[src/rtl/mc_pkg.sv]
// Shared encodings for the multicycle controller: FSM states, opcode/funct
// values, ALU control codes and datapath select encodings.
// Imported by mc_controller and alu_decoder.
package mc_pkg;

    typedef enum logic [3:0] {
        S_FETCH  = 4'd0,
        S_DECODE = 4'd1,
        S_MEMADR = 4'd2,
        S_MEMRD  = 4'd3,
        S_MEMWB  = 4'd4,
        S_MEMWR  = 4'd5,
        S_REX    = 4'd6,
        S_RWB    = 4'd7,
        S_IEX    = 4'd8,
        S_ZEX    = 4'd9,
        S_IWB    = 4'd10,
        S_BEQ    = 4'd11,
        S_BNE    = 4'd12,
        S_JMP    = 4'd13
    } state_t;

    // Opcodes (instr[31:26])
    localparam logic [5:0] OP_R     = 6'b000000;
    localparam logic [5:0] OP_LW    = 6'b100011;
    localparam logic [5:0] OP_SW    = 6'b101011;
    localparam logic [5:0] OP_LD    = 6'b110111;
    localparam logic [5:0] OP_SD    = 6'b111111;
    localparam logic [5:0] OP_LB    = 6'b100000;
    localparam logic [5:0] OP_LBU   = 6'b100100;
    localparam logic [5:0] OP_BEQ   = 6'b000100;
    localparam logic [5:0] OP_BNE   = 6'b000101;
    localparam logic [5:0] OP_ADDI  = 6'b001000;
    localparam logic [5:0] OP_DADDI = 6'b011000;
    localparam logic [5:0] OP_ANDI  = 6'b001100;
    localparam logic [5:0] OP_ORI   = 6'b001101;
    localparam logic [5:0] OP_SLTI  = 6'b001010;
    localparam logic [5:0] OP_J     = 6'b000010;

    // R-type funct codes (instr[5:0])
    localparam logic [5:0] FN_ADD  = 6'b100000;
    localparam logic [5:0] FN_SUB  = 6'b100010;
    localparam logic [5:0] FN_AND  = 6'b100100;
    localparam logic [5:0] FN_OR   = 6'b100101;
    localparam logic [5:0] FN_SLT  = 6'b101010;
    localparam logic [5:0] FN_DADD = 6'b101100;
    localparam logic [5:0] FN_DSUB = 6'b101110;

    // ALU control codes
    localparam logic [3:0] ALU_AND  = 4'b0000;
    localparam logic [3:0] ALU_OR   = 4'b0001;
    localparam logic [3:0] ALU_ADD  = 4'b0010;
    localparam logic [3:0] ALU_SUB  = 4'b0110;
    localparam logic [3:0] ALU_SLT  = 4'b0111;
    localparam logic [3:0] ALU_DADD = 4'b1010;
    localparam logic [3:0] ALU_DSUB = 4'b1110;

    // alusrcb encodings
    localparam logic [2:0] SRCB_B       = 3'd0;
    localparam logic [2:0] SRCB_FOUR    = 3'd1;
    localparam logic [2:0] SRCB_SIMM    = 3'd2;
    localparam logic [2:0] SRCB_SIMM_SH = 3'd3;
    localparam logic [2:0] SRCB_ZIMM    = 3'd4;

    // pcsrc encodings
    localparam logic [1:0] PC_ALURES = 2'd0;
    localparam logic [1:0] PC_ALUOUT = 2'd1;
    localparam logic [1:0] PC_JUMP   = 2'd2;

    // ltype encodings
    localparam logic [1:0] LT_WORD = 2'd0;
    localparam logic [1:0] LT_LBU  = 2'd1;
    localparam logic [1:0] LT_LB   = 2'd2;

endpackage

[src/rtl/mc_alu_decoder.sv]
// ALU control decode: picks the ALU operation from the current state, op and funct.
// Purely combinational, zero latency; no flow control.
// Ports: state (current FSM state), op, funct in; alucontrol out.
module alu_decoder
    import mc_pkg::*;
(
    input  state_t      state,
    input  logic [5:0]  op,
    input  logic [5:0]  funct,
    output logic [3:0]  alucontrol
);

    always_comb begin
        alucontrol = ALU_AND;
        case (state)
            S_FETCH:           alucontrol = ALU_ADD;
            S_DECODE, S_MEMADR: alucontrol = ALU_DADD;
            S_REX: begin
                case (funct)
                    FN_ADD:  alucontrol = ALU_ADD;
                    FN_SUB:  alucontrol = ALU_SUB;
                    FN_AND:  alucontrol = ALU_AND;
                    FN_OR:   alucontrol = ALU_OR;
                    FN_SLT:  alucontrol = ALU_SLT;
                    FN_DADD: alucontrol = ALU_DADD;
                    FN_DSUB: alucontrol = ALU_DSUB;
                    // unknown funct still executes and writes back, as an add
                    default: alucontrol = ALU_ADD;
                endcase
            end
            S_IEX: begin
                case (op)
                    OP_DADDI: alucontrol = ALU_DADD;
                    OP_SLTI:  alucontrol = ALU_SLT;
                    default:  alucontrol = ALU_ADD;
                endcase
            end
            S_ZEX:             alucontrol = (op == OP_ORI) ? ALU_OR : ALU_AND;
            S_BEQ, S_BNE:      alucontrol = ALU_SUB;
            default:           alucontrol = ALU_AND;
        endcase
    end

endmodule

[src/rtl/mc_controller.sv]
// Multicycle control FSM driving the 64-bit datapath enables, mux selects and memwrite.
// Moore outputs (pcen also sees zero); 2..5 cycles per instruction; no backpressure.
// Ports: clk, reset (async high), op/funct/zero in; pcen..ltype controls and state_o out.
module mc_controller
    import mc_pkg::*;
#(
    parameter state_t RESET_STATE = S_FETCH
) (
    input  logic        clk,
    input  logic        reset,
    input  logic [5:0]  op,
    input  logic [5:0]  funct,
    input  logic        zero,
    output logic        pcen,
    output logic        irwrite,
    output logic        regwrite,
    output logic        memwrite,
    output logic        dtype,
    output logic        iord,
    output logic        memtoreg,
    output logic        regdst,
    output logic        alusrca,
    output logic [2:0]  alusrcb,
    output logic [1:0]  pcsrc,
    output logic [3:0]  alucontrol,
    output logic [1:0]  ltype,
    output logic [3:0]  state_o
);

    state_t      state_q, state_d;
    // Memory access kind, captured at DECODE and held through the access.
    logic        mem_store_q, mem_store_d;
    logic        mem_dword_q, mem_dword_d;
    logic [1:0]  mem_ltype_q, mem_ltype_d;

    logic pcwrite, branch, bne_br;
    logic irwrite_raw, regwrite_raw, memwrite_raw;

    always_ff @(posedge clk or posedge reset) begin
        if (reset) begin
            state_q     <= RESET_STATE;
            mem_store_q <= 1'b0;
            mem_dword_q <= 1'b0;
            mem_ltype_q <= LT_WORD;
        end else begin
            state_q     <= state_d;
            mem_store_q <= mem_store_d;
            mem_dword_q <= mem_dword_d;
            mem_ltype_q <= mem_ltype_d;
        end
    end

    always_comb begin
        state_d      = S_FETCH;
        mem_store_d  = mem_store_q;
        mem_dword_d  = mem_dword_q;
        mem_ltype_d  = mem_ltype_q;
        pcwrite      = 1'b0;
        branch       = 1'b0;
        bne_br       = 1'b0;
        irwrite_raw  = 1'b0;
        regwrite_raw = 1'b0;
        memwrite_raw = 1'b0;
        dtype        = 1'b0;
        iord         = 1'b0;
        memtoreg     = 1'b0;
        regdst       = 1'b0;
        alusrca      = 1'b0;
        alusrcb      = SRCB_B;
        pcsrc        = PC_ALURES;
        ltype        = LT_WORD;

        case (state_q)
            S_FETCH: begin
                irwrite_raw = 1'b1;
                alusrcb     = SRCB_FOUR;
                pcwrite     = 1'b1;
                state_d     = S_DECODE;
            end
            S_DECODE: begin
                alusrcb     = SRCB_SIMM_SH;
                mem_store_d = (op == OP_SW) || (op == OP_SD);
                mem_dword_d = (op == OP_LD) || (op == OP_SD);
                mem_ltype_d = (op == OP_LB)  ? LT_LB  :
                              (op == OP_LBU) ? LT_LBU : LT_WORD;
                case (op)
                    OP_LW, OP_SW, OP_LD, OP_SD, OP_LB, OP_LBU: state_d = S_MEMADR;
                    OP_R:                                      state_d = S_REX;
                    OP_BEQ:                                    state_d = S_BEQ;
                    OP_BNE:                                    state_d = S_BNE;
                    OP_ADDI, OP_DADDI, OP_SLTI:                state_d = S_IEX;
                    OP_ANDI, OP_ORI:                           state_d = S_ZEX;
                    OP_J:                                      state_d = S_JMP;
                    default:                                   state_d = S_FETCH;
                endcase
            end
            S_MEMADR: begin
                alusrca = 1'b1;
                alusrcb = SRCB_SIMM;
                state_d = mem_store_q ? S_MEMWR : S_MEMRD;
            end
            S_MEMRD: begin
                iord    = 1'b1;
                dtype   = mem_dword_q;
                ltype   = mem_ltype_q;
                state_d = S_MEMWB;
            end
            S_MEMWB: begin
                memtoreg     = 1'b1;
                regwrite_raw = 1'b1;
                dtype        = mem_dword_q;
                ltype        = mem_ltype_q;
            end
            S_MEMWR: begin
                iord         = 1'b1;
                memwrite_raw = 1'b1;
                dtype        = mem_dword_q;
            end
            S_REX: begin
                alusrca = 1'b1;
                state_d = S_RWB;
            end
            S_RWB: begin
                regdst       = 1'b1;
                regwrite_raw = 1'b1;
            end
            S_IEX: begin
                alusrca = 1'b1;
                alusrcb = SRCB_SIMM;
                state_d = S_IWB;
            end
            S_ZEX: begin
                alusrca = 1'b1;
                alusrcb = SRCB_ZIMM;
                state_d = S_IWB;
            end
            S_IWB: regwrite_raw = 1'b1;
            S_BEQ: begin
                alusrca = 1'b1;
                pcsrc   = PC_ALUOUT;
                branch  = 1'b1;
            end
            S_BNE: begin
                alusrca = 1'b1;
                pcsrc   = PC_ALUOUT;
                bne_br  = 1'b1;
            end
            S_JMP: begin
                pcsrc   = PC_JUMP;
                pcwrite = 1'b1;
            end
            default: state_d = S_FETCH;
        endcase
    end

    alu_decoder u_alu_decoder (
        .state      (state_q),
        .op         (op),
        .funct      (funct),
        .alucontrol (alucontrol)
    );

    // Enables are gated by reset directly so no write can slip out in the
    // cycle reset rises, even though state_q already reads FETCH.
    assign pcen     = ~reset & (pcwrite | (branch & zero) | (bne_br & ~zero));
    assign irwrite  = ~reset & irwrite_raw;
    assign regwrite = ~reset & regwrite_raw;
    assign memwrite = ~reset & memwrite_raw;
    assign state_o  = state_q;

endmodule

[config.mk]
export PLATFORM = sky130hd
export DESIGN_NAME = mc_controller
export DESIGN_NICKNAME = d
export VERILOG_FILES = /design/src/rtl/mc_pkg.sv /design/src/rtl/mc_alu_decoder.sv /design/src/rtl/mc_controller.sv
export SDC_FILE = /design/constraint.sdc
export NUM_CORES = 1
export LEC_CHECK = 0
export ABC_AREA = 0
export BUFFER_PORTS_ARGS = -buffer_cell sky130_fd_sc_hd__buf_2
export CAP_MARGIN = 25
export CORE_MARGIN = 1
export CORE_UTILIZATION = 49
export CTS_CLUSTER_DIAMETER = 200
export DETAILED_ROUTE_END_ITERATION = 16
export PLACE_DENSITY = 0.79
export SETUP_SLACK_MARGIN = 0.15
export SLEW_MARGIN = 10
export SYNTH_ARGS = -nofsm -noshare
export SYNTH_HDL_FRONTEND = slang
export SYNTH_SLANG_ARGS = --single-unit
[constraint.sdc]
create_clock -name clk -period 1.9 [get_ports clk]
set_input_delay 0.38 -clock clk [delete_from_list [all_inputs] [get_ports clk]]
set_output_delay 0.38 -clock clk [all_outputs]
set_load 0.05 [all_outputs]
==> run summary, run 1 <==
The run gives 2 as the maximum buffer depth of the clock tree. Counting flops and latches in the post-synthesis netlist gives 8. Summing the sequential cell areas from Yosys gives 18.7% of the chip area.

For this run, the leading register cell type out of synthesis is dfrtp_1. The run stopped with a tool error. For the area of the mapped netlist, the log shows 1070 sq um.

The first error in the log reads "[ERROR DPL-0038] Utilization greater than 100%, impossible to legalize". For the synthesized net count, the log shows 163. Once the floorplan was initialized, standard cells occupied 53.4% of the core.

The tools report the maximum level of the CTS H-tree as 1. After the last repair the worst path ends at an output port. The boundary pin count is 39, and the number of hold buffers added after CTS is 0.

The die is 48.7 um wide. The count of distinct cell types in the synthesized netlist is 49. Overall die height: 48.7 um. The number of buffers created by CTS was 3; the instance count of the mapped netlist was 144. For the number of sinks handled by clock tree synthesis, the log shows 8.

The flow stopped in global routing. Placer's final routability congestion estimate: 0.857. The count of port buffers added during placement was 38. The tools report the number of standard-cell rows in the floorplan as 16. The number of enable flip-flop cells after synthesis works out to 0. The worst setup endpoint after the global-route repair_timing is regwrite. Average instance area after synthesis: 7.42 sq um. OpenSTA, run right after detailed placement, puts the worst setup slack at -40.6 ps. For the synthesis warning total, the log shows 0. The proportion of register bits with asynchronous set or reset after synthesis is 100%. The tree is rooted in a clkbuf_4.

After legalization and detailed placement, the total HPWL measured 2420 um. Entering global routing, the biggest net connects 12 pins.
## kinds of logic after synthesis
logic type / count (synthesis) / share of synthesized area [%]
AND/OR/NAND/NOR: 70 / 39.9
AO/OA/AOI/OAI: 35 / 23.7
buffers and inverters: 24 / 10.5
flip-flops: 8 / 18.7
adder cells (fa/ha/maj): 4 / 4.68
XOR/XNOR: 3 / 2.46
## Yosys cell counts (all sizes together) (2+ instances only)
cell     count  area share, %
a211oi       3            2.1
a21oi        5            2.3
a31oi        4            2.3
and3         2            1.2
and3b        3            2.5
buf         11            6.0
clkbuf       3            1.1
dfrtp        8             19
ha           4            4.7
inv         10            3.5
nand2       15            5.3
nand2b       6            3.5
nand3        3            1.4
nand3b       2            1.4
nand4        5            2.9
nor2         6            2.1
nor2b        8            4.7
nor3         6            2.8
nor3b        4            3.3
nor4b        2            2.2
nor4bb       2            1.9
o2111ai      2            1.6
o211ai       3            2.1
o21ai        6            2.8
xnor2        2            1.6
## metrics by stage
step / hold slack, ps / cell area (sq um) / setup TNS (ps) / std cells
floorplan: 204 / 1280 / -1220 / 144
global placement: 465 / 1550 / 0 / 216
detailed placement: 477 / 1550 / -40.6 / 216
CTS: 205 / 1940 / -423 / 239
## timing repair
item / CTS
resized for setup: 68
cloned: 0
hold endpoints to repair: 0
setup buffers: 19
endpoints found under the setup margin: 20
pin swaps: 9
==> run 2: changes to the inputs <==
Settings changed: CORE_AREA set to 2 2 63 65, CORE_MARGIN 1 to not set, CORE_UTILIZATION 49 to not set, CTS_CLUSTER_DIAMETER 200 to not set, DIE_AREA set to 0 0 65 67, PLACE_DENSITY 0.79 to not set, PLACE_DENSITY_LB_ADDON set to 0.15, SETUP_SLACK_MARGIN 0.15 to not set.
==> run 2 against run 1 <==
Compared with the run above:
- the flow now finishes, with violations (setup timing)
- synthesized cell count did not move
- area after synthesis did not move
==> run summary, run 2 <==
The core box area is 3610 sq um, and the initial antenna violation count is 0. The logs give 7.85 ps (was -40.6 ps) for the worst-case setup slack after placement and 69.5% for the worst slew margin relative to its limit. The area of placed instances was 1510 sq um (was 1550 sq um).

For the boundary pin count, the log shows 39 (unchanged). The proportion of layout cells with a drive suffix above 1 is 52.9%. Setup violations remaining at the end of the flow were counted as 7.

Leaving out fill and tap cells, the most frequent cells in the layout are 34 x buf_4, 23 x buf_2, 15 x nand2_1. The post-synthesis sequential area ratio was 18.7% (unchanged). The cell at the root of the clock tree was clkbuf_8 (was clkbuf_4). For the area taken by multi-input logic gates, the log shows 915 sq um. After the first detailed-routing iteration, the DRC count stood at 69. The number of enable flip-flop cells after synthesis is 0 (unchanged). The count of port buffers added during placement is 38 (unchanged), and the synthesized net count is 163 (unchanged). The routed layout has 1,297 vias.

The smallest clock period supported by the final layout is computed as 2020 ps. Relative to the synthesized area, the layout overhead comes to 67.8%. Number of buffers created by CTS: 3 (unchanged).

For this run, the post-layout net count is 225. The most frequently used cell type in the post-synthesis netlist is nand2_1 (unchanged). The filler cell count came out at 373. Area share of the largest cell type after synthesis: 18.7% (unchanged).

The ratio of routed vias to standard cells works out to 5.15. Overall die height: 67 um (was 48.7 um). For the count of final max-slew check failures, the log shows 0. The number of inserted diodes came out at 0. The final reports fail on setup timing. TritonCTS built the clock tree.

Dividing the detail-routed wire length by the instance count gives 14.0 um. The proportion of register bits with asynchronous set or reset after synthesis is 100% (unchanged). For the post-detailed-route DRC marker count, the log shows 0. The run gives 0 (unchanged) as the number of hold buffers added after CTS. The floorplan step defined a die boundary enclosing 4360 sq um. The tools report the synthesis warning total as 0 (unchanged).

The number of register bits inferred by synthesis works out to 8 (unchanged). The largest fanout on the critical path is 5. The clock-pin slew on the worst setup and hold paths is 40 ps.

The run finished, with violations left. The top flip-flop cell by instance count after synthesis was dfrtp_1 (unchanged). For the count of distinct cell types in the synthesized netlist, the log shows 49 (unchanged). On the final layout, the worst hold slack is 214 ps. The logs give 144 (unchanged) for the instance count of the mapped netlist and 0 for the final number of hold-violating endpoints.

Max-cap violations in this run came to 0. The maximum level of the CTS H-tree was 1 (unchanged). Entering global routing, the biggest net connects 18 pins.

For the final design area excluding fillers, the log shows 1790 sq um. The starting utilization of the core area is 29.6% (was 53.4%), and the flip-flop count of the largest register, all copies and words added is 4. Kind of start point of the critical path: a flop.

STA puts the critical path data required time at 1520 ps. For this run, the number of standard cells in the final layout without fillers is 252. Number of antenna-violating nets in the routed design: 0.

Largest cells by area after synthesis: dfrtp_1 19%, nand2_1 5.3%, ha_1 4.7% (unchanged). The number of global-route vias before repair is 1,220, and the final worst slack is -124 ps. In this run the worst hold path is classified as input port to asynchronous set/reset pin. The post-layout total power is 0.00238 W.

Maximum VDD drop: 0.361 mV. Leaving out fill and tap cells, the most frequent cell in the layout is buf_4. Top post-synthesis cells by count: 15 x nand2_1, 10 x inv_1, 9 x buf_2 (unchanged). The portion of the clock cycle consumed by the worst path in the final layout is 107%, and the clock latency of the later-clocked register in the worst-skew pair is 230 ps.

Setup repair after global routing could not meet its margin everywhere. Clock skew on the completed layout was measured at 0.827 ps. The run gives 0.796 (was 0.857) as the placer's final routability congestion estimate. The worst setup path is captured at a primary output. The cell type with the largest total area after synthesis is dfrtp_1 (unchanged).

Half-perimeter wire length of the detailed placement result: 2660 um (was 2420 um). The transition time at the pin with the least slew margin was 454 ps; the total overflow reported by the global router was 0. The number of standard-cell rows in the floorplan was 22 (was 16); the data arrival at the endpoint of the critical path was 1640 ps. For the maximum buffer depth of the clock tree, the log shows 2 (unchanged). The average instance area after synthesis is 7.42 sq um (unchanged), and the maximum clock frequency is 494 MHz.

The final layout contains routed wiring with a total length of 3540 um. The first global-routing pass estimated 5690 um of wire. The width of the die was 65 um (was 48.7 um); the total power per unit cell area was 1330 nW/um^2. The worst setup path category is flop to primary output. The analysis attributes to cell leakage a power of 0.804 nW. For the detailed-router iteration count before antenna repair, the log shows 4. The total routing usage reported by global routing came out at 16.8%.

Flip-flop and latch area: 205 sq um. The logs give 1070 sq um (unchanged) for the area of the mapped netlist and 235 (was 216) for the count of placed standard cells including taps. For the number of sinks handled by clock tree synthesis, the log shows 8 (unchanged).
-- run 2: critical path, cell delays in order (launching register included) --
cell and delay [ps]:
dfrtp_2 400, buf_6 130, or4b_4 510, o211ai_1 140
buf_4 240
-- run 2: where the power goes --
part / internal, W / switching, W
logic: 0.000689 / 0.00117
clock network: 0.000138 / 0.0000701
registers: 0.000215 / 0.000103
-- run 2: timing repair --
action                                  4_1_cts  5_1_grt
endpoints found under the hold margin         0        0
setup buffers                                 7        7
gates resized for setup                      23       22
endpoints found under the setup margin       15       16
pin swaps                                     1        2
-- run 2: worst paths after layout --
check,cells past startpoint,end,start,slack [ps]
min reg2reg,2,mem_ltype_q[1],mem_ltype_q[1],480
min in group clk,2,mem_ltype_q[1],mem_ltype_q[1],480
max in group asynchronous,3,state_o[1],reset,1550
max reg2reg,6,state_o[0],state_o[1],200
min,3,state_o[2],reset,210
max,4,alucontrol[3],state_o[3],-120
-- run 2: layer usage --
layer	global-route usage [%]	share of wire [%]	vias to the layer above
met5	0	0	-
met4	3.72	0.54	0
met3	3.04	4.0	2
met2	30.5	51	35
met1	20.4	44	615
li1	-	-	645
-- run 2: logic make-up (layout without fill, tap and decap cells) --
family / count (synthesis) / after routing / share of synthesized area [%]
AND/OR/NAND/NOR: 70 / 70 / 39.9
AO/OA/AOI/OAI: 35 / 35 / 23.7
buffers and inverters: 24 / 84 / 10.5
flip-flops: 8 / 8 / 18.7
adder cells (fa/ha/maj): 4 / 4 / 4.68
XOR/XNOR: 3 / 3 / 2.46
-- run 2: area by class of cell --
| cell class | instances | area share [%] |
|---|---|---|
| tap | 48 | 3.35 |
| clock buffer | 3 | 2.30 |
| sequential | 8 | 11.4 |
| timing repair buffer | 71 | 29.4 |
| multi-input combinational | 112 | 51.0 |
| inverter | 10 | 2.44 |
-- run 2: per-stage QoR --
step	setup TNS (ps)	utilization, %
after CTS	-579	46.5
after floorplan	-1540	-
after detailed placement	0	41.9
after global placement	0	41.9
after global routing	-1350	49.7
final	-437	49.7
(Power assumes the default switching activity.)
